==> config.mk <==
export PLATFORM = sky130hd
export DESIGN_NAME = shift_decryption
export DESIGN_NICKNAME = d
export VERILOG_FILES = /design/src/rtl/decryption_defs.sv /design/src/rtl/decrypt_fifo.sv /design/src/rtl/shift_decryption.sv
export SDC_FILE = /design/constraint.sdc
export NUM_CORES = 1
export LEC_CHECK = 0
export ABC_CLOCK_PERIOD_IN_PS = 3000
export BUFFER_PORTS_ARGS = -buffer_cell sky130_fd_sc_hd__clkbuf_2
export CORE_UTILIZATION = 35
export CTS_CLUSTER_SIZE = 10
export DETAILED_ROUTE_END_ITERATION = 8
export PLACE_DENSITY = 0.67
export SYNTH_ARGS = -nofsm -noshare
export SYNTH_HDL_FRONTEND = slang
export SYNTH_SLANG_ARGS = --single-unit
==> constraint.sdc <==
create_clock -name clk -period 3 [get_ports clk]
set_clock_uncertainty 0.05 [all_clocks]
set_input_delay 0.45 -clock clk [delete_from_list [all_inputs] [get_ports clk]]
set_output_delay 0.45 -clock clk [all_outputs]
set_load 0.05 [all_outputs]
==> src/rtl/decryption_defs.sv <==
// Shared definitions for the decryptor blocks: token default, mode encodings
// and the key-slice extraction helper.
package decryption_defs;

  localparam logic [7:0] TOKEN_DEFAULT = 8'hFA;

  typedef enum logic {
    MODE_CAESAR   = 1'b0,
    MODE_VIGENERE = 1'b1
  } mode_e;

  // Upper bounds for the flattened key and a single slice accepted by key_slice.
  localparam int KEY_BITS_MAX = 512;
  localparam int DW_MAX       = 64;

  // Returns slice idx (each 'width' bits wide) of a flattened key, zero-extended.
  function automatic logic [DW_MAX-1:0] key_slice(input logic [KEY_BITS_MAX-1:0] key_flat,
                                                  input int unsigned            idx,
                                                  input int unsigned            width);
    logic [KEY_BITS_MAX-1:0] shifted;
    logic [DW_MAX-1:0]       mask;
    shifted = key_flat >> (idx * width);
    mask    = ~({DW_MAX{1'b1}} << width);
    return DW_MAX'(shifted) & mask;
  endfunction

endpackage

==> src/rtl/decrypt_fifo.sv <==
// Synchronous show-ahead FIFO; the head word is always visible on data.
// Full and empty are decoded from the occupancy count, not pointer equality.
module decrypt_fifo #(
  parameter int D_WIDTH    = 8,
  parameter int FIFO_DEPTH = 4
) (
  input  logic                          clk,
  input  logic                          rst_n,
  input  logic                          push,
  input  logic [D_WIDTH-1:0]            push_data,
  input  logic                          pop,
  output logic [D_WIDTH-1:0]            data,
  output logic [$clog2(FIFO_DEPTH):0]   count,
  output logic                          full,
  output logic                          empty
);

  localparam int PTR_W = $clog2(FIFO_DEPTH);
  localparam int CNT_W = PTR_W + 1;

  logic [D_WIDTH-1:0] mem [FIFO_DEPTH];
  logic [PTR_W-1:0]   wr_ptr;
  logic [PTR_W-1:0]   rd_ptr;
  logic               do_push;
  logic               do_pop;

  assign full    = (count == CNT_W'(FIFO_DEPTH));
  assign empty   = (count == '0);
  assign do_push = push && !full;
  assign do_pop  = pop && !empty;
  assign data    = mem[rd_ptr];

  // NOTE: storage has no reset; valid data is tracked by count, so clearing it buys nothing.
  always_ff @(posedge clk) begin
    if (do_push) mem[wr_ptr] <= push_data;
  end

  // NOTE: sequential state uses non-blocking assignments so every register samples pre-edge values.
  always_ff @(posedge clk or negedge rst_n) begin
    if (!rst_n) begin
      wr_ptr <= '0;
      rd_ptr <= '0;
      count  <= '0;
    end else begin
      if (do_push) wr_ptr <= wr_ptr + 1'b1;
      if (do_pop)  rd_ptr <= rd_ptr + 1'b1;
      case ({do_push, do_pop})
        2'b10:   count <= count + 1'b1;
        2'b01:   count <= count - 1'b1;
        default: count <= count;
      endcase
    end
  end

endmodule

==> src/rtl/shift_decryption.sv <==
// Caesar / Vigenere shift decryptor with a backpressured output FIFO.
// Results are registered in the FIFO; nothing on data_o depends on data_i combinationally.
module shift_decryption
  import decryption_defs::*;
#(
  parameter int                 D_WIDTH    = 8,
  parameter int                 KEY_NUM    = 4,
  parameter int                 FIFO_DEPTH = 4,
  parameter logic [D_WIDTH-1:0] TOKEN      = D_WIDTH'(TOKEN_DEFAULT)
) (
  input  logic                       clk,
  input  logic                       rst_n,
  input  logic [D_WIDTH-1:0]         data_i,
  input  logic                       valid_i,
  input  logic                       mode,
  input  logic [KEY_NUM*D_WIDTH-1:0] key,
  input  logic                       ready_i,
  output logic                       busy,
  output logic [D_WIDTH-1:0]         data_o,
  output logic                       valid_o,
  output logic                       overflow
);

  localparam int KIDX_W = (KEY_NUM > 1) ? $clog2(KEY_NUM) : 1;

  logic [KIDX_W-1:0]         kidx;
  logic [KIDX_W-1:0]         slice_idx;
  logic [D_WIDTH-1:0]        sel_key;
  logic [D_WIDTH-1:0]        result;
  logic                      accept;
  logic                      is_token;
  mode_e                     word_mode;
  logic [D_WIDTH-1:0]        fifo_data;
  logic [$clog2(FIFO_DEPTH):0] fifo_count;
  logic                      fifo_full;
  logic                      fifo_empty;

  assign word_mode = mode_e'(mode);
  assign accept    = valid_i && !busy;
  assign is_token  = (data_i == TOKEN);

  // NOTE: every always_comb output gets a default first so no path can infer a latch.
  always_comb begin
    slice_idx = '0;
    if (word_mode == MODE_VIGENERE) slice_idx = kidx;
    sel_key = D_WIDTH'(key_slice(KEY_BITS_MAX'(key), 32'(slice_idx), D_WIDTH));
    result  = is_token ? data_i : data_i - sel_key;
  end

  // The key index only moves on accepted words; dropped words leave it untouched.
  always_ff @(posedge clk or negedge rst_n) begin
    if (!rst_n) begin
      kidx <= '0;
    end else if (accept) begin
      if (is_token) begin
        kidx <= '0;
      end else if (word_mode == MODE_VIGENERE) begin
        if (kidx == KIDX_W'(KEY_NUM - 1)) kidx <= '0;
        else                              kidx <= kidx + 1'b1;
      end
    end
  end

  always_ff @(posedge clk or negedge rst_n) begin
    if (!rst_n)               overflow <= 1'b0;
    else if (valid_i && busy) overflow <= 1'b1;
  end

  decrypt_fifo #(
    .D_WIDTH    (D_WIDTH),
    .FIFO_DEPTH (FIFO_DEPTH)
  ) u_fifo (
    .clk       (clk),
    .rst_n     (rst_n),
    .push      (accept),
    .push_data (result),
    .pop       (ready_i),
    .data      (fifo_data),
    .count     (fifo_count),
    .full      (fifo_full),
    .empty     (fifo_empty)
  );

  assign busy    = fifo_full;
  assign valid_o = (fifo_count != '0);
  assign data_o  = fifo_empty ? '0 : fifo_data;

endmodule

==> out/qor.txt, run 1 <==
core area -> 6460 um2
die footprint -> 7160 um2
RD Place Congestion -> 0.815
Synth Cell Area -> 2390 um2
drt wl/cell -> 14.1 um
H-tree levels -> 2
Die X -> 84.6 um
P&R area growth vs syn -> 20.9%
Async SR Flop Fraction -> 0.238
Crit path largest cell delay -> 0.48 ns
top post-synthesis cells by count -> edfxtp_1, nor2_1, and2_1, inv_1
CP dominant cell by count -> o21ai_0
root buf cell -> clkbuf_8
max_cap viols -> 0
Post-synth EDFFs -> 32
Critical Path Start Type -> flop
crit path DAT -> 2.83 ns
Ys Warns -> 0
Worst Path Class, Setup -> reg -> reg
Residual DRC -> 0
initial antenna violation count -> 0
total clock sinks -> 42
gr ovfl total -> 0
clock transition at the registers of the reported paths -> 0.08 ns
cts bufs inserted -> 5
Fmax -> 356 MHz
Clk Latency, worst-skew pair -> 0.29 ns
max-slew violation total from the final report -> 0
CP Capture Type -> flop
overall routed net length -> 4800 um
setup TNS -> 0 ns
postcts setup bufs -> 0
largest net degree at the start of global routing -> 14
drt first pass iters -> 6
Gate Count Post-Synth -> 202
vias per inst -> 5.10
DPL Wire Length -> 3870 um
row count -> 29
DR vias -> 1,740
crit path time final -> 2.81 ns
status -> finished clean
period utilisation layout -> 0.938
worst slew pin tran -> 0.603 ns
RSZ-0062 raised after global routing -> false
Final ANT Viol Nets -> 0
Syn Area/Cell -> 11.8 um2
final hold vios -> 0
diodes inserted -> 0
IO buf count -> 55
Worst VDD drop -> 0.377 mV
pre-CTS WS -> 0.142 ns
CTS tree -> built
CTS Buffer Depth -> 2
Power Dens Cells -> 1030 nW/um2
Initial Utilization -> 0.370
Synth Register Bits -> 42
storage element area -> 1210 um2
Min-Delay Path Class -> in -> reg
sequential share of the synthesized area -> 0.507
Nets -> 323
post-synth net total -> 262
most frequent cell after synthesis -> edfxtp_1
FILL cells -> 620
die height -> 84.6 um
Worst EP required -> 3.01 ns
post-synth top area share -> 0.402
final-report setup violation count -> 0
synth top area cells -> edfxtp_1, dfrtp_1, mux4_2, ha_1, and2_1
Synth area leader -> edfxtp_1
DRT iter0 DRCs -> 71
layout cell share with drive strength beyond 1 -> 0.292
number of global-route vias before repair -> 1,665
total leakage power -> 1.21 nW
Synth Flop Type -> edfxtp_1
crit-path max FO -> 8
Worst slew margin -> 0.598
Final WS setup -> 0.187 ns
CP cell instances -> nor2b_2 > buf_4 > a21oi_1 > o21ai_0 > ha_1 > fa_1 > nor2b_1 > o31a_1 > o21ai_0 > a31oi_1
Worst path slowest cell -> dfrtp_2
GRT Total Usage -> 0.143
Multi-input gate area -> 1100 um2
IO Pins -> 56
Cell variety after synth -> 38
first-pass GRT wire length -> 7960 um
==> cell type report <==
cell class | count | share of cell area
flip-flops and latches | 42 | 0.419
well taps | 77 | 0.0333
clock inverters | 2 | 0.0130
multi-input cells | 140 | 0.382
repair buffers | 60 | 0.109
inverters | 14 | 0.0182
clock buffers | 6 | 0.0251
==> power breakdown <==
| group | internal (mW) | switching, mW |
|---|---|---|
| Combinational | 0.571 | 0.931 |
| Clock | 0.248 | 0.187 |
| Sequential | 0.897 | 0.155 |
| Total | 1.72 | 1.27 |
==> registers in the layout, indices dropped and copies added (netlist names) <==
signal and flops:
u_fifo.mem 32, u_fifo.rd_ptr 2, kidx 2, u_fifo.wr_ptr 2
overflow 1, u_fifo.count 3
==> cells in the final DEF (no fill, tap or decap), types with 2 or more instances in the layout <==
master    count
o22ai_1       2
nor3_1        3
and2_1       14
nor2b_1       4
nand2_1      13
nor2_1       16
inv_1        14
a21oi_1      13
fa_1          2
edfxtp_1     32
o21ai_0      11
xnor2_1       3
dfrtp_1       9
xor2_1        6
mux2i_1       8
clkbuf_8      5
o31a_1        2
clkbuf_2     55
o21a_1        4
a31oi_1       2
ha_1         13
buf_4         4
mux4_2        8
==> worst max-delay path: cells and delay by family, from the launching register on <==
kind | cells | cell delay [ns]
compound gates | 5 | 0.87
fa+ha+maj | 2 | 0.62
flops | 1 | 0.48
simple gates | 2 | 0.42
buf+inv | 1 | 0.15
==> cells by family (layout without fill, tap and decap cells) <==
family,Yosys count,after routing,synth area share
AOI/OAI and AO/OA,43,43,0.112
xor gates and xnor gates,9,9,0.0330
adders and majority gates,15,15,0.0848
buffers and inverters,20,82,0.0346
DFF,42,42,0.507
muxes,16,16,0.109
and+or+nand+nor,57,57,0.120
==> per-stage QoR <==
step | std cells | area (um2) | util | hold slack, ns | total power [mW]
4_1_cts | 341 | 2890 | 0.447 | 0.320 | 3.02
3_5_place_dp | 332 | 2770 | 0.428 | 0.292 | 2.58
3_3_place_gp | 332 | 2770 | 0.428 | 0.288 | 2.52
2_1_floorplan | 202 | 2390 | - | 0.104 | 2.21
5_1_grt | 341 | 2890 | 0.448 | 0.327 | 3.19
6_report | 341 | 2890 | 0.448 | 0.327 | 2.99
==> routing by layer <==
metal	track usage	wire, um
met5	0	0
met4	0.0508	39
met3	0.0305	277
met2	0.247	2340
met1	0.178	2140
==> path summary, 6_finish.rpt <==
path	to	start	cells past startpoint	slack (ns)
max	u_fifo.mem[2][6]$_DFFE_PP_	kidx[0]$_DFFE_PN0P_	10	0.19
min	overflow$_DFFE_PN0P_	valid_i	2	0.33
max reg2reg	u_fifo.mem[2][6]$_DFFE_PP_	kidx[0]$_DFFE_PN0P_	10	0.19
min reg2reg	overflow$_DFFE_PN0P_	overflow$_DFFE_PN0P_	1	0.41
max in group asynchronous	kidx[0]$_DFFE_PN0P_	rst_n	2	2.15
min in group asynchronous	u_fifo.count[2]$_DFFE_PN0P_	rst_n	2	0.51
==> timing repair <==
item	4_1_cts	5_1_grt
resized for setup	0	2
endpoints found under the hold margin	10	0
endpoints found under the setup margin	0	12
hold buffers	1	0
Power figures use the tool's default switching activity.
==> inputs of run 2 (changes only) <==
RECOVER_POWER = 50   (was not set)
==> run 2 against run 1 <==
Compared with the run above: hold slack lost 0.00071 ns; utilization shrank 0.17 points; largest power group unchanged; non-clock buffer count is the same; clock power is essentially flat; via count is essentially flat; cell area shrank 0.39%; maximum frequency grew 0.18%; power shrank 0.12%; sequential cell count is the same.
==> out/qor.txt, run 2 (synthesis results as in run 1) <==
status -> finished clean
Fmax -> 356 MHz
total leakage power -> 1.20 nW
Die X -> 84.6 um
Worst slew margin -> 0.581
max-slew violation total from the final report -> 0
most flop-heavy register -> u_fifo.mem
DPL Wire Length -> 3870 um
worst slew pin tran -> 0.628 ns
Worst VDD drop -> 0.376 mV
IO Pins -> 56
crit-path max FO -> 8
setup TNS -> 0 ns
H-tree levels -> 2
final-report setup violation count -> 0
clock transition at the registers of the reported paths -> 0.08 ns
RD Place Congestion -> 0.815
Worst EP required -> 3.02 ns
max_cap viols -> 0
crit path DAT -> 2.82 ns
CTS tree -> built
total clock sinks -> 42
Worst Path Class, Setup -> reg -> reg
Min-Delay Path Class -> in -> reg
max FFs per register -> 32
top flop regs -> u_fifo.mem (32), u_fifo.count (3)
period utilisation layout -> 0.936
die footprint -> 7160 um2
gr ovfl total -> 0
Power Dens Cells -> 1040 nW/um2
row count -> 29
DR vias -> 1,739
cts bufs inserted -> 5
FILL cells -> 625
number of global-route vias before repair -> 1,665
diodes inserted -> 0
initial antenna violation count -> 0
Clk Latency, worst-skew pair -> 0.29 ns
CP Capture Type -> flop
largest net degree at the start of global routing -> 14
vias per inst -> 5.10
crit path time final -> 2.81 ns
overall routed net length -> 4840 um
Layout Cells excl Fill -> 341
drt wl/cell -> 14.2 um
Residual DRC -> 0
root buf cell -> clkbuf_8
total chip power -> 2.98 mW
GRT Total Usage -> 0.143
CTS Buffer Depth -> 2
core area -> 6460 um2
P&R area growth vs syn -> 20.5%
placed cell count -> 332
IO buf count -> 55
Nets -> 323
DRT iter0 DRCs -> 65
Critical Path Start Type -> flop
Final ANT Viol Nets -> 0
Final Core Density -> 0.446
drt first pass iters -> 6
most frequent cells in the layout -> clkbuf_2, edfxtp_1, nor2_1
layout cell share with drive strength beyond 1 -> 0.277
RSZ-0062 raised after global routing -> false
first-pass GRT wire length -> 7960 um
final hold vios -> 0
commonest non-fill, non-tap cell in the layout -> clkbuf_2
die height -> 84.6 um
Initial Utilization -> 0.370
WHS -> 0.326 ns
run 2: repair_timing:
item                                    in CTS  in global routing
hold buffers                                 1                  0
endpoints found under the hold margin       10                  0
buffers inserted                             0                  0
endpoints found under the setup margin       0                 12
gates resized for setup                      0                  2
run 2: metrics by stage:
stage,cell area [um2],setup WS [ns]
final,2880,0.192
after global routing,2880,0.0343
after CTS,2890,0.105
after detailed placement,2770,0.142
after global placement,2770,0.241
after floorplan,2390,0.415
run 2: routing by layer:
layer	vias up	track usage	wire, um
met5	-	0	0
met4	0	0.0508	53
met3	5	0.0305	302
met2	66	0.247	2320
met1	812	0.178	2160
li1	856	-	-
run 2: final timing paths:
kind                                      startpoint                          end  slack [ns]  depth (start not counted)
worst max-delay path             kidx[0]$_DFFE_PN0P_   u_fifo.mem[2][6]$_DFFE_PP_        0.19                         10
worst min-delay path                         valid_i         overflow$_DFFE_PN0P_        0.33                          2
worst max register to register   kidx[0]$_DFFE_PN0P_   u_fifo.mem[2][6]$_DFFE_PP_        0.19                         10
worst min register to register  overflow$_DFFE_PN0P_         overflow$_DFFE_PN0P_        0.41                          1
max in group asynchronous                      rst_n          kidx[0]$_DFFE_PN0P_        1.87                          2
min in group asynchronous                      rst_n  u_fifo.count[2]$_DFFE_PN0P_        0.61                          2
run 2: area by class of cell:
class | count | area [um2] | share of cell area
Sequential cell | 42 | 1210 | 0.421
Multi-Input combinational cell | 140 | 1100 | 0.382
Timing Repair Buffer | 60 | 309 | 0.107
Tap cell | 77 | 96.3 | 0.0335
Clock buffer | 6 | 72.6 | 0.0252
Inverter | 14 | 52.6 | 0.0183
Clock inverter | 2 | 37.5 | 0.0130
run 2: critical path: stages, from the launching register on:
cell	delay, ns
dfrtp_2	0.48
nor2b_2	0.20
buf_4	0.15
a21oi_1	0.14
o21ai_0	0.10
ha_1	0.22
fa_1	0.40
nor2b_1	0.21
o31a_1	0.18
o21ai_0	0.10
a31oi_1	0.35
run 2: where the power goes:
part / leakage [nW] / switching, mW / internal, mW
clock: 0.0514 / 0.190 / 0.248
sequential: 0.407 / 0.153 / 0.898
combinational: 0.739 / 0.933 / 0.563
total: 1.20 / 1.28 / 1.71
